File: src/rtl/alu16.sv
// ============================================================================
// Module   : alu16
// Summary  : Registered WIDTH-bit ALU (ADD/SUB/AND/OR) with carry and flags.
//            Optional macro ALU_SAT_EN enables signed saturation on ADD/SUB.
// Revision : 1.0
// ============================================================================
`default_nettype none

module alu16 #(
  parameter int WIDTH = 16
) (
  input  logic             clk,
  input  logic             reset,
  input  logic             in_valid,
  input  logic [1:0]       op,
  input  logic [WIDTH-1:0] i0,
  input  logic [WIDTH-1:0] i1,
  output logic [WIDTH-1:0] o,
  output logic             cout,
  output logic             zero,
  output logic             neg,
  output logic             ovf,
  output logic             out_valid
);

  localparam logic [1:0] OP_ADD = 2'b00;
  localparam logic [1:0] OP_SUB = 2'b01;
  localparam logic [1:0] OP_AND = 2'b10;

  logic [WIDTH-1:0] b_eff;
  logic             carry_in;
  logic [WIDTH:0]   sum;
  logic             is_arith;
  logic             ovf_c;
  logic             cout_c;
  logic [WIDTH-1:0] res_c;

  // SUB reuses the adder as i0 + ~i1 + 1
  always_comb begin
    b_eff    = i1;
    carry_in = 1'b0;
    if (op == OP_SUB) begin
      b_eff    = ~i1;
      carry_in = 1'b1;
    end
  end

  assign sum      = {1'b0, i0} + {1'b0, b_eff} + {{WIDTH{1'b0}}, carry_in};
  assign is_arith = (op == OP_ADD) || (op == OP_SUB);

  always_comb begin
    res_c  = i0 | i1;
    cout_c = 1'b0;
    ovf_c  = 1'b0;
    if (is_arith) begin
      res_c  = sum[WIDTH-1:0];
      cout_c = sum[WIDTH];
      // Same-sign operands into the adder producing a different sign
      ovf_c  = (i0[WIDTH-1] == b_eff[WIDTH-1]) && (sum[WIDTH-1] != i0[WIDTH-1]);
`ifdef ALU_SAT_EN
      if (ovf_c) begin
        res_c = sum[WIDTH-1] ? {1'b0, {(WIDTH-1){1'b1}}} : {1'b1, {(WIDTH-1){1'b0}}};
      end
`endif
    end else if (op == OP_AND) begin
      res_c = i0 & i1;
    end
  end

  always_ff @(posedge clk or negedge reset) begin
    if (!reset) begin
      o         <= '0;
      cout      <= 1'b0;
      zero      <= 1'b0;
      neg       <= 1'b0;
      ovf       <= 1'b0;
      out_valid <= 1'b0;
    end else begin
      out_valid <= in_valid;
      if (in_valid) begin
        o    <= res_c;
        cout <= cout_c;
        zero <= (res_c == '0);
        neg  <= res_c[WIDTH-1];
        ovf  <= ovf_c;
      end
    end
  end

endmodule

`default_nettype wire

File: config.mk
export PLATFORM = sky130hd
export DESIGN_NAME = alu16
export DESIGN_NICKNAME = d
export VERILOG_FILES = /design/src/rtl/alu16.sv
export SDC_FILE = /design/constraint.sdc
export NUM_CORES = 1
export LEC_CHECK = 0
export BUFFER_PORTS_ARGS = -buffer_cell sky130_fd_sc_hd__buf_2
export CAP_MARGIN = 20
export CORE_MARGIN = 3
export CORE_UTILIZATION = 53
export DETAILED_ROUTE_END_ITERATION = 8
export GPL_TIMING_DRIVEN = 0
export PLACE_DENSITY_LB_ADDON = 0.12
export RECOVER_POWER = 100
export SLEW_MARGIN = 20
export SYNTH_ARGS = -nofsm -noshare
export SYNTH_HDL_FRONTEND = slang
export SYNTH_SLANG_ARGS = --single-unit
File: constraint.sdc
create_clock -name clk -period 0.9 [get_ports clk]
set_input_delay 0.18 -clock clk [delete_from_list [all_inputs] [get_ports clk]]
set_output_delay 0.18 -clock clk [all_outputs]
set_load 0.05 [all_outputs]
==> results.tsv <==
metric	value	unit
synthesized flop and latch total	20	
Setup Skew	0	ns
CP Capture Type	flip-flop	
Hold Fails Final Rpt	0	
asr flop ratio synth	100	%
prevailing post-synth register cell	dfrtp_1	
Synth Cell Area	2110	um^2
Placer Congestion	0.941	
Vias	2794	
routed wire length per instance	26.8	um
failing checks	negative setup slack	
core box area	3740	um^2
slew margin rel.	59.8	%
chip width	69.1	um
max_cap viols	0	
post-DP HPWL	4130	um
register area share after synthesis	23.7	%
Layout area overhead	67.3	%
cell row count	22	
I/O pins	58	
global-route wire length before repair	12400	um
CTS tree	yes	
Worst-path clk slew	0.09	ns
RSZ-0062 raised after global routing	true	
number of synthesized flops with an enable pin	0	
Detailed Route Iter0 Violations	456	
Ys Warns	0	
fillers	107	
crit start category	input pin	
Least-Margin Pin Slew	0.604	ns
Final Setup Violations	40	
total CTS buffers	3	
Hold Worst Slack	0.0428	ns
initial core utilization	56.4	%
crit path DAT	3.07	ns
GR Overflow Total	0	
nets	401	
largest net degree at the start of global routing	21	
Port Buf Inserts	57	
clk buf depth	2	
status	finished with violations	
post-route ant nets	0	
worst vdd ir	1160	uV
initial antenna violation count	0	
commonest non-fill, non-tap cell in the layout	buf_4	
Die Height	69.1	um
die area	4780	um^2
mean post-synth cell area	8.79	um^2
H-Tree Level Count	1	
Setup TNS Final	-28.85	ns
Metal-1 WL	3530	um
Power Density	1750	nW/um^2
most frequent cells in the layout	buf_4 (39), buf_2 (32), buf_6 (25), nand2_1 (20), dfrtp_1 (18)	
WL met3	1230	um
Mapped Cells	240	
CP required	1.08	ns
CTS root buffer	clkbuf_8	
minimum clock period	2.89	ns
f_max	0.346	GHz
total wire length	10500	um
# clock sinks	20	
vias per cell	7.13	
DR DRC count	0	
post-route design area	3530	um^2
Min-Delay Path Class	in -> reg	
CP max FO	6	
Post-DP Area	2660	um^2
n_diodes	0	
Mapped Nets	296	
All-Layer GR Usage	31.6	%
ratio of cells with drive above 1 in the final layout	54.9	%
WL met2	4890	um
Worst-Skew Late Latency	0.27	ns
total power	6.18	mW
uppermost layer routed	met4	
Distinct cells, synth	55	
vias in the first global route	2508	
drt pass-1 iters	5	
Crit Path Category	in -> reg	
Max Transition Viols Final	0	
period utilization	321	%
Final WS setup	-1.99	ns
leak pwr	1.55	nW
final cells by class:
class | instances | area [um^2] | area share (%)
timing repair buffer | 101 | 802 | 22.7
buffer | 11 | 129 | 3.65
multi-input combinational | 203 | 1930 | 54.7
clock inverter | 1 | 30.0 | 0.850
clock buffer | 3 | 41.3 | 1.17
inverter | 5 | 33.8 | 0.956
sequential | 20 | 503 | 14.2
tap | 48 | 60.1 | 1.70
cells in the mapped netlist, drive strengths merged (5+ instances only):
library cell | number | share of area (%)
mux2i | 5 | 2.4
ha | 18 | 11
mux2 | 9 | 4.8
maj3 | 12 | 5.8
nand4 | 5 | 1.5
a21oi | 23 | 5.6
nand2 | 23 | 4.1
o21ai | 18 | 4.6
o211ai | 5 | 2.0
clkbuf | 7 | 1.7
xor2 | 8 | 3.3
dfrtp | 20 | 24
nor2 | 19 | 3.5
buf | 5 | 1.8
inv | 5 | 0.89
xnor2 | 20 | 8.3
final timing paths:
| kind | startpoint | endpoint | slack, ns | cells after the start |
|---|---|---|---|---|
| worst max-delay path | op[1] | zero | -1.99 | 14 |
| worst min-delay path | in_valid | out_valid | 0.04 | 1 |
| worst max register to register | o[8] | o[8] | -0.08 | 3 |
| worst min register to register | zero | zero | 0.57 | 2 |
| max in group asynchronous | reset | o[0] | 0.08 | 2 |
| min in group asynchronous | reset | cout | 0.42 | 2 |
repair_timing:
action / 4_1_cts / 5_1_grt
resized for setup: 89 / 23
hold buffers: 1 / 0
endpoints found under the setup margin: 40 / 40
cloned: 0 / 0
pin swaps: 36 / 14
endpoints found under the hold margin: 20 / 0
buffers inserted: 33 / 10
report_power, final:
part	total, mW	internal (mW)	switching (mW)
Combinational	3.99	1.71	2.29
Clock	0.952	0.596	0.356
Sequential	1.23	1.06	0.170
cell families after synthesis:
logic type               Yosys count  synth area share, %
multiplexers                      14                 7.17
buffers and inverters             17                 4.44
AO/OA/AOI/OAI                     67                 21.6
XOR/XNOR                          28                 11.6
flip-flops                        20                 23.7
adder cells (fa/ha/maj)           31                 17.4
AND/OR/NAND/NOR                   63                 14.0
metal layers:
layer	up-vias	global-route usage, %
li1	1088	-
met1	1290	37.4
met2	313	57.2
met3	103	4.23
met4	0	12.1
met5	-	0
flip-flops by register name, summed over array words and instances (netlist names):
signal / cells
o: 16
ovf: 1
zero: 1
cout: 1
out_valid: 1
worst max-delay path: stages:
cell      delay [ns]
buf_8           0.10
nand2b_4        0.19
buf_4           0.18
xnor2_1         0.13
ha_2            0.38
o211ai_1        0.13
buf_4           0.18
o21ai_4         0.21
a311oi_2        0.14
a211oi_2        0.29
xor2_1          0.15
mux2i_1         0.36
nand4_1         0.22
o41ai_2         0.23
stage by stage:
stage	instances	util [%]	worst slack [ns]
floorplan	240	-	-1.63
global placement	345	71.1	-2.07
detailed placement	345	71.1	-2.10
CTS	382	89.1	-1.60
global route	392	94.4	-2.04
finish	392	94.4	-1.99
Note: power is estimated with default switching activity, not from simulation.
